File: config.mk
export PLATFORM = sky130hd
export DESIGN_NAME = vga_timing_monitor
export DESIGN_NICKNAME = d
export VERILOG_FILES = /design/src/rtl/vga_timing_monitor.sv
export SDC_FILE = /design/constraint.sdc
export NUM_CORES = 1
export LEC_CHECK = 0
export CAP_MARGIN = 40
export CELL_PAD_IN_SITES_DETAIL_PLACEMENT = 1
export CELL_PAD_IN_SITES_GLOBAL_PLACEMENT = 2
export CORE_ASPECT_RATIO = 1.75
export CORE_UTILIZATION = 34
export CTS_BUF_LIST = sky130_fd_sc_hd__clkbuf_8
export DETAILED_ROUTE_END_ITERATION = 7
export HOLD_SLACK_MARGIN = 0.03
export PLACE_DENSITY_LB_ADDON = 0.1
export SYNTH_ARGS = -nofsm -noshare
export SYNTH_HDL_FRONTEND = slang
export SYNTH_SLANG_ARGS = --single-unit
File: constraint.sdc
create_clock -name clk -period 2.15 [get_ports clk]
set_input_delay 0.215 -clock clk [delete_from_list [all_inputs] [get_ports clk]]
set_output_delay 0.215 -clock clk [all_outputs]
set_load 0.005 [all_outputs]
File: src/rtl/vga_timing_monitor.sv
// Passive observer of a VGA sync/RGB stream: measures line and frame geometry,
// checks it against the expected timing, and reports lock status and lit-pixel count.
module vga_timing_monitor #(
    parameter int H_TOTAL = 800,
    parameter int H_SYNC  = 96,
    parameter int V_TOTAL = 525,
    parameter int V_SYNC  = 2,
    parameter int CW      = 12
) (
    input  logic          clk,
    input  logic          rst_n,
    input  logic          pix_en,
    input  logic          hsync,
    input  logic          vsync,
    input  logic [2:0]    red,
    input  logic [2:0]    green,
    input  logic [2:0]    blue,
    input  logic          clr_err,
    output logic [CW-1:0] h_total_o,
    output logic [CW-1:0] h_sync_o,
    output logic [CW-1:0] v_total_o,
    output logic [CW-1:0] v_sync_o,
    output logic [19:0]   lit_cnt,
    output logic [15:0]   frame_cnt,
    output logic          frame_done,
    output logic          locked,
    output logic          err_h,
    output logic          err_v
);

    typedef enum logic [1:0] {S_IDLE, S_SKIP, S_RUN} state_t;

    localparam logic [CW-1:0] CMAX  = {CW{1'b1}};
    localparam logic [CW-1:0] H_TOT = CW'(H_TOTAL);
    localparam logic [CW-1:0] H_SW  = CW'(H_SYNC);
    localparam logic [CW-1:0] V_TOT = CW'(V_TOTAL);
    localparam logic [CW-1:0] V_SW  = CW'(V_SYNC);
    localparam logic [19:0]   LMAX  = 20'hFFFFF;

    state_t        state, state_nx;
    logic          prev_h, prev_v, seen_hf, frame_bad;
    logic [CW-1:0] hcnt, hw, lines, vw;
    logic [19:0]   lit;
    logic [1:0]    good_cnt;
    logic          h_fall, h_rise, v_fall, v_rise, h_sat, lit_px;
    logic          meas_en, chk_en, run, fd, fail_h, fail_v;

    assign h_fall = pix_en & prev_h & ~hsync;
    assign h_rise = pix_en & ~prev_h & hsync;
    assign v_fall = pix_en & prev_v & ~vsync;
    assign v_rise = pix_en & ~prev_v & vsync;
    assign h_sat  = (hcnt == CMAX);
    assign lit_px = hsync & vsync & (|{red, green, blue});

    // First vsync fall only aligns us; the frame that follows is measured but
    // its checks wait for a full line so a partial line cannot raise an error.
    always_comb begin
        state_nx = state;
        meas_en  = 1'b0;
        chk_en   = 1'b0;
        run      = 1'b0;
        case (state)
            S_IDLE: begin
                if (v_fall) state_nx = S_SKIP;
            end
            S_SKIP: begin
                meas_en = 1'b1;
                chk_en  = seen_hf;
                if (v_fall) state_nx = S_RUN;
            end
            S_RUN: begin
                meas_en = 1'b1;
                chk_en  = 1'b1;
                run     = 1'b1;
            end
            default: state_nx = S_IDLE;
        endcase
    end

    assign fd     = meas_en & v_fall;
    assign fail_h = pix_en & chk_en & ((h_fall & (hcnt != H_TOT)) |
                                       (h_rise & (hw != H_SW)) | h_sat);
    assign fail_v = (run & v_fall & (lines != V_TOT)) |
                    (chk_en & v_rise & (vw != V_SW));
    assign locked = (good_cnt == 2'd2);

    always_ff @(posedge clk or negedge rst_n) begin
        if (!rst_n) begin
            state   <= S_IDLE;
            seen_hf <= 1'b0;
        end else begin
            state <= state_nx;
            if (state == S_SKIP && h_fall) seen_hf <= 1'b1;
        end
    end

    // Raw measurement counters run in every state; only the outputs are gated.
    always_ff @(posedge clk or negedge rst_n) begin
        if (!rst_n) begin
            prev_h <= 1'b1;
            prev_v <= 1'b1;
            hcnt   <= '0;
            hw     <= '0;
            lines  <= '0;
            vw     <= '0;
            lit    <= '0;
        end else if (pix_en) begin
            prev_h <= hsync;
            prev_v <= vsync;
            if (h_fall)     hcnt <= CW'(1);
            else if (!h_sat) hcnt <= hcnt + CW'(1);
            if (h_rise)                    hw <= '0;
            else if (!hsync && hw != CMAX) hw <= hw + CW'(1);
            // An hsync fall coincident with vsync fall opens the new frame.
            if (v_fall)                       lines <= h_fall ? CW'(1) : '0;
            else if (h_fall && lines != CMAX) lines <= lines + CW'(1);
            if (v_rise)                                vw <= '0;
            else if (h_fall && !vsync && vw != CMAX) vw <= vw + CW'(1);
            if (v_fall)                     lit <= '0;
            else if (lit_px && lit != LMAX) lit <= lit + 20'd1;
        end
    end

    always_ff @(posedge clk or negedge rst_n) begin
        if (!rst_n) begin
            h_total_o  <= '0;
            h_sync_o   <= '0;
            v_total_o  <= '0;
            v_sync_o   <= '0;
            lit_cnt    <= '0;
            frame_cnt  <= '0;
            frame_done <= 1'b0;
        end else begin
            frame_done <= fd;
            frame_cnt  <= frame_cnt + 16'(fd);
            if (meas_en) begin
                if (h_fall) h_total_o <= hcnt;
                if (h_rise) h_sync_o  <= hw;
                if (v_rise) v_sync_o  <= vw;
                if (v_fall) begin
                    v_total_o <= lines;
                    lit_cnt   <= lit;
                end
            end
        end
    end

    // A new error outranks a simultaneous clear so no failure is ever lost.
    always_ff @(posedge clk or negedge rst_n) begin
        if (!rst_n) begin
            err_h     <= 1'b0;
            err_v     <= 1'b0;
            good_cnt  <= '0;
            frame_bad <= 1'b0;
        end else begin
            err_h <= fail_h | (err_h & ~(pix_en & clr_err));
            err_v <= fail_v | (err_v & ~(pix_en & clr_err));
            if (fail_h || fail_v)
                good_cnt <= '0;
            else if (fd && !frame_bad && good_cnt != 2'd2)
                good_cnt <= good_cnt + 2'd1;
            if (fd)                   frame_bad <= 1'b0;
            else if (fail_h || fail_v) frame_bad <= 1'b1;
        end
    end

endmodule

# Yosys cells after proc, flatten, opt, wreduce, memory -nomap -nowiden
# Index checks and enable logic that the tools add are counted.
[totals]
reg_bits = 163
word_cells = 128
in_bits = 15
[classes]
bitwise_logic = 33
reduce_logical = 31
eq_ne = 16
n_addsub = 7
n_mux = 21
[op_table]
columns = ["operator", "n"]
rows = [
  ["12-bit two-way mux", 8],
  ["12-bit by 1-bit adder with 12-bit output (second input constant)", 4],
  ["20-bit two-way mux", 2],
  ["12-bit inequality test (second input constant)", 3],
  ["12-bit by 10-bit inequality test with 1-bit output (second input constant)", 2],
  ["1-bit bitwise AND", 22],
  ["20-bit by 1-bit adder with 20-bit output (second input constant)", 1],
  ["20-bit inequality test (second input constant)", 1],
  ["2-bit AND reduction", 9],
  ["16-bit by 1-bit adder with 16-bit output", 1],
  ["12-bit equality test (second input constant)", 1],
  ["12-bit by 2-bit inequality test with 1-bit output (second input constant)", 1],
  ["12-bit by 7-bit inequality test with 1-bit output (second input constant)", 1],
  ["2-bit nonzero test", 6],
  ["9-bit OR reduction", 1],
  ["1-bit logical AND", 8],
  ["2-bit two-way mux", 4],
  ["2-bit inequality test (second input constant)", 4],
  ["1-bit NOT", 6],
  ["2-bit case mux with 3 select lines", 1],
  ["1-bit two-way mux", 5],
  ["1-bit OR", 5],
  ["2-bit equality test (second input constant)", 2],
  ["1-bit zero test", 3],
  ["other kinds (7)", 7],
]

# Logic depth before layout (Yosys ltp)
[logic_depth]
ltp_word = 10
ltp_mapped = 11
ltp_nobuf = 9

# Least setup slack after synthesis
# No wires, ideal clock.
[synth_path]
kind = "register to register"
from = "reg prev_v"
to = "reg frame_cnt[12]"
synth_period_minus_slack_ns = 2.266
path_buffers = 3
t_arrival_ns = 2.186
required_time_ns = 2.071
path_slack_ns = -0.116
setup_ns = 0.079
path_stages_with_launch = 12
path_cell_list = "dfstp_2 and3b_1 buf_2 nand2_1 buf_2 buf_2 inv_1 ha_1 ha_1 nand3_1 nor2_1 xor2_1"
[synth_via]
elab_chain_len = 4
[synth_lines]
columns = ["element", "line_no", "rtl"]
rows = [
  ["start: declaration", "41", "logic prev_h, prev_v, seen_hf, frame_bad;"],
  ["start signal: assignment", "109", "prev_v <= vsync;"],
  ["1-bit bitwise AND (2 in a row)", "50", "assign v_fall = pix_en & prev_v & ~vsync;"],
  ["1-bit bitwise AND", "80", "assign fd = meas_en & v_fall;"],
  ["named net fd", "46", "logic meas_en, chk_en, run, fd, fail_h, fail_v;"],
  ["16-bit by 1-bit adder with 16-bit output", "135", "frame_cnt <= frame_cnt + 16'(fd);"],
  ["end signal: assignment", "135", ""],
  ["end: declaration", "24", "output logic [15:0] frame_cnt,"],
]
# The timed path passes the listed nets, and every way through them passes these cells.
# A chain may end at the register's enable or synchronous reset.

# Final worst setup path
[layout_path]
from = "reg hw[0]"
to = "reg frame_bad"
[layout_via]
elab_chain_len = 7
[layout_lines]
columns = ["element", "line_no", "rtl"]
rows = [
  ["start: declaration", "42", "logic [CW-1:0] hcnt, hw, lines, vw;"],
  ["start signal: assignment", "113", "else if (!hsync && hw != CMAX) hw <= hw + CW'(1);"],
  ["12-bit by 7-bit inequality test with 1-bit output", "82", "(h_rise & (hw != H_SW)) | h_sat);"],
  ["1-bit bitwise AND", "82", ""],
  ["1-bit OR", "81", "assign fail_h = pix_en & chk_en & ((h_fall & (hcnt != H_TOT)) |"],
  ["1-bit OR", "82", ""],
  ["1-bit bitwise AND", "81", ""],
  ["1-bit logical OR", "163", "else if (fail_h || fail_v) frame_bad <= 1'b1;"],
  ["2-bit nonzero test (no source line)", "-", ""],
  ["end signal: assignment", "154", "frame_bad <= 1'b0;"],
  ["end signal: assignment", "162", "if (fd) frame_bad <= 1'b0;"],
  ["end signal: assignment", "163", ""],
  ["end: declaration", "41", ""],
]
# Every way passes these cells.

==> impl_metrics.json <==
{
  "crit_chain": "inv_1 -> ha_1 -> nor4b_1 -> nand3_1 -> a32oi_1 -> nand3_1 -> o21a_1",
  "cp_common_cell": "nand3_1",
  "synth_simple_gate_area_frac": 0.177,
  "syn_to_final_growth_pct": 30.0,
  "finalSetupViolations": 0,
  "whs_ns": 0.236,
  "hp-class": "input pin to async pin",
  "finalInstanceArea_sq_um": 9760,
  "cp_slowest_cell": "nor4b_1",
  "ys_types": 61,
  "final_antenna_net_count": 0,
  "rsz0062_at_grt": "yes",
  "crit_start": "hw[0]",
  "port_buffers": 102,
  "track_usage": 0.182,
  "clock_path_buffers": 2,
  "worst_pin_slew_ns": 0.564,
  "synth_area_per_cell_sq_um": 11.1,
  "gp_congestion": 0.814,
  "ir_drop_uv": 340,
  "die_h_microns": 199,
  "diodes": 0,
  "static-leakage-power_nw": 4.41,
  "ys_warn_count": 0,
  "place_worst_setup_slack_ns": -0.209,
  "relSlewSlack": 0.614,
  "clkLatencyLatePin_ns": 0.47,
  "fin_skew_ns": 0.0112,
  "clock_sinks": 163,
  "synthesis.area_sq_um": 7510,
  "hold_viol_final": 0,
  "crit_path_start_kind": "flip-flop",
  "synth_top_family_by_area": "simple AND/OR/NAND/NOR gates",
  "viasPerCell": 5.06,
  "async_flop_share": 1.00,
  "synth-compound-area-share": 0.0722,
  "stdcell_count": 1140,
  "via_count": 5767,
  "wl_mm": 19.3,
  "placed_cell_area_sq_um": 9290,
  "power_w": 0.00737,
  "crit_fanout": 3,
  "drive_above_1_share": 0.203,
  "antenna_found_initial": 0,
  "cp.arrival_ns": 2.42,
  "synth-edff-count": 0,
  "h-tree-depth": 4,
  "nets": 866,
  "drv_slew": 0,
  "cts_tree": "done",
  "crit_path_max_incr_delay_ns": 0.42,
  "ys_seq_elements": 163,
  "core_area_sq_um": 21600,
  "dp.cells": 1107,
  "fp.dieW_microns": 114,
  "grt_pass1_wl_mm": 31.8,
  "firstDrtPassIters": 5,
  "synthXorXnorAreaFrac": 0.0583,
  "post-dp-hpwl_mm": 14.4,
  "path_class": "flip-flop to flip-flop",
  "grt_overflow": 0,
  "initial_core_util": 0.348,
  "drc_errors": 0,
  "path_clk_slew_ns": 0.09,
  "run_status": "finished, final reports clean",
  "syn_nets": 709,
  "root_buffer": "clkbuf_8",
  "synth_flop_cell": "dfrtp_1",
  "fill_cells": 2383,
  "num_io_pins": 103,
  "rows": 71,
  "grt_pass1_vias": 6362,
  "drtIter0Drc": 185,
  "required_ns": 2.51,
  "post-route-period-util": 0.961,
  "grt_start_max_net_pins": 47,
  "r2r_start": "hw[0]",
  "synth-adder-area-share": 0.0267,
  "cp-end-kind": "flip-flop",
  "synth_cells": 678,
  "powerDensity_nw_per_um2": 755,
  "synth_mux_area_frac": 0.0953,
  "layout_setup_ws_ns": 0.0837,
  "cts_buffers": 17,
  "min_period_ns": 2.07,
  "synth_seq_area_share": 0.544,
  "timing.fmax_mhz": 484,
  "wire_per_inst_microns": 17.0,
  "cap_viol_max_count": 0,
  "dieArea_sq_um": 22700
}
-- critical path: cells and delay by family (launching register included) --
| family | cells | cell delay [ns] |
|---|---|---|
| compound gates | 2 | 0.48 |
| fa+ha+maj | 1 | 0.16 |
| buf+inv | 1 | 0.12 |
| flops | 1 | 0.40 |
| simple gates | 3 | 0.80 |
-- Yosys cell counts, drive strengths merged, types with 13 or more instances --
master | count | area share
dfrtp | 161 | 0.54
nor2 | 65 | 0.032
mux2 | 60 | 0.090
nand2 | 55 | 0.028
nand3 | 37 | 0.025
o21ai | 30 | 0.020
xnor2 | 25 | 0.029
xor2 | 25 | 0.029
inv | 22 | 0.011
nand4 | 21 | 0.018
a21oi | 17 | 0.011
ha | 16 | 0.027
and3 | 14 | 0.012
or3 | 13 | 0.011
-- timing repair --
action,CTS,global route
endpoints found under the hold margin,39,0
buffers inserted,0,0
hold buffers,1,0
gates resized for setup,0,5
endpoints found under the setup margin,0,9
-- power by group --
part	leakage, nW	switching [W]	internal [W]
sequential	2.21	0.000272	0.00336
clock	0.231	0.00115	0.00129
combinational	1.97	0.000580	0.000718
total	4.41	0.00200	0.00537
-- registers in the layout, indices dropped and copies added (netlist names), 12 cells and up --
| register | cells |
|---|---|
| lines | 12 |
| h_total_o | 12 |
| v_total_o | 12 |
| hcnt | 12 |
| vw | 12 |
| lit | 20 |
| frame_cnt | 16 |
| v_sync_o | 12 |
| hw | 12 |
| h_sync_o | 12 |
| lit_cnt | 20 |
-- kinds of logic after synthesis --
group | after synthesis
adders and majority gates | 16
muxes | 64
xor gates and xnor gates | 50
DFF | 163
AOI/OAI and AO/OA | 80
buffers and inverters | 46
and+or+nand+nor | 259
-- area by class of cell --
| type | instances | area [sq um] | area share |
|---|---|---|---|
| sequential | 163 | 4080 | 0.418 |
| multi-input combinational | 469 | 3270 | 0.335 |
| timing repair buffer | 162 | 1530 | 0.156 |
| tap | 292 | 365 | 0.0374 |
| clock buffer | 22 | 303 | 0.0310 |
| clock inverter | 10 | 130 | 0.0133 |
| inverter | 22 | 82.6 | 0.00846 |
-- layout by cell type (no fill, tap or decap), types with 3 or more instances in the layout --
cell             Yosys  layout
inv_1               22      24
nand4_1             21      21
nor3_1              12      11
a211oi_1             3       3
nand3_1             36      34
and3b_1              3       3
xor2_1              25      25
nor2b_1              3       3
nor4_1              12      12
mux2_2              60      60
clkinv_2             0       3
buf_4                0      55
ha_1                16      13
clkdlybuf4s50_1      0     101
o21ai_0             29      29
or3_1               13      13
o31ai_1              7       6
dfrtp_1            161     161
bufinv_16            0       3
nor2_1              65      65
nand3_2              1       3
xnor2_1             25      25
o211ai_1             3       3
nand2_1             55      55
buf_12               0       4
nor4b_1              3       3
clkbuf_8             0      22
and3_1              13      13
a21oi_1             17      17
mux2i_1              4       4
and4_1               4       4
-- final timing paths --
check | slack (ns) | cells after the start | to
max | 0.08 | 7 | frame_bad
min | 0.24 | 2 | lit[4]
max reg2reg | 0.08 | 7 | frame_bad
min reg2reg | 0.47 | 1 | seen_hf
max in group asynchronous | 1.25 | 3 | prev_h
min in group clk | 0.41 | 4 | err_v
-- per-stage QoR --
step / util / TNS (ns)
floorplan: - / 0
global placement: 0.430 / -0.504
detailed placement: 0.430 / -0.911
CTS: 0.451 / 0
global route: 0.452 / -0.0524
finish: 0.452 / 0
-- layer usage --
metal / up-vias / wire, microns / global-route usage
met5: - / 0 / 0
met4: 0 / 484 / 0.0779
met3: 32 / 516 / 0.0420
met2: 86 / 10800 / 0.347
met1: 2938 / 7530 / 0.186
li1: 2711 / - / -
Power figures use the tool's default switching activity.
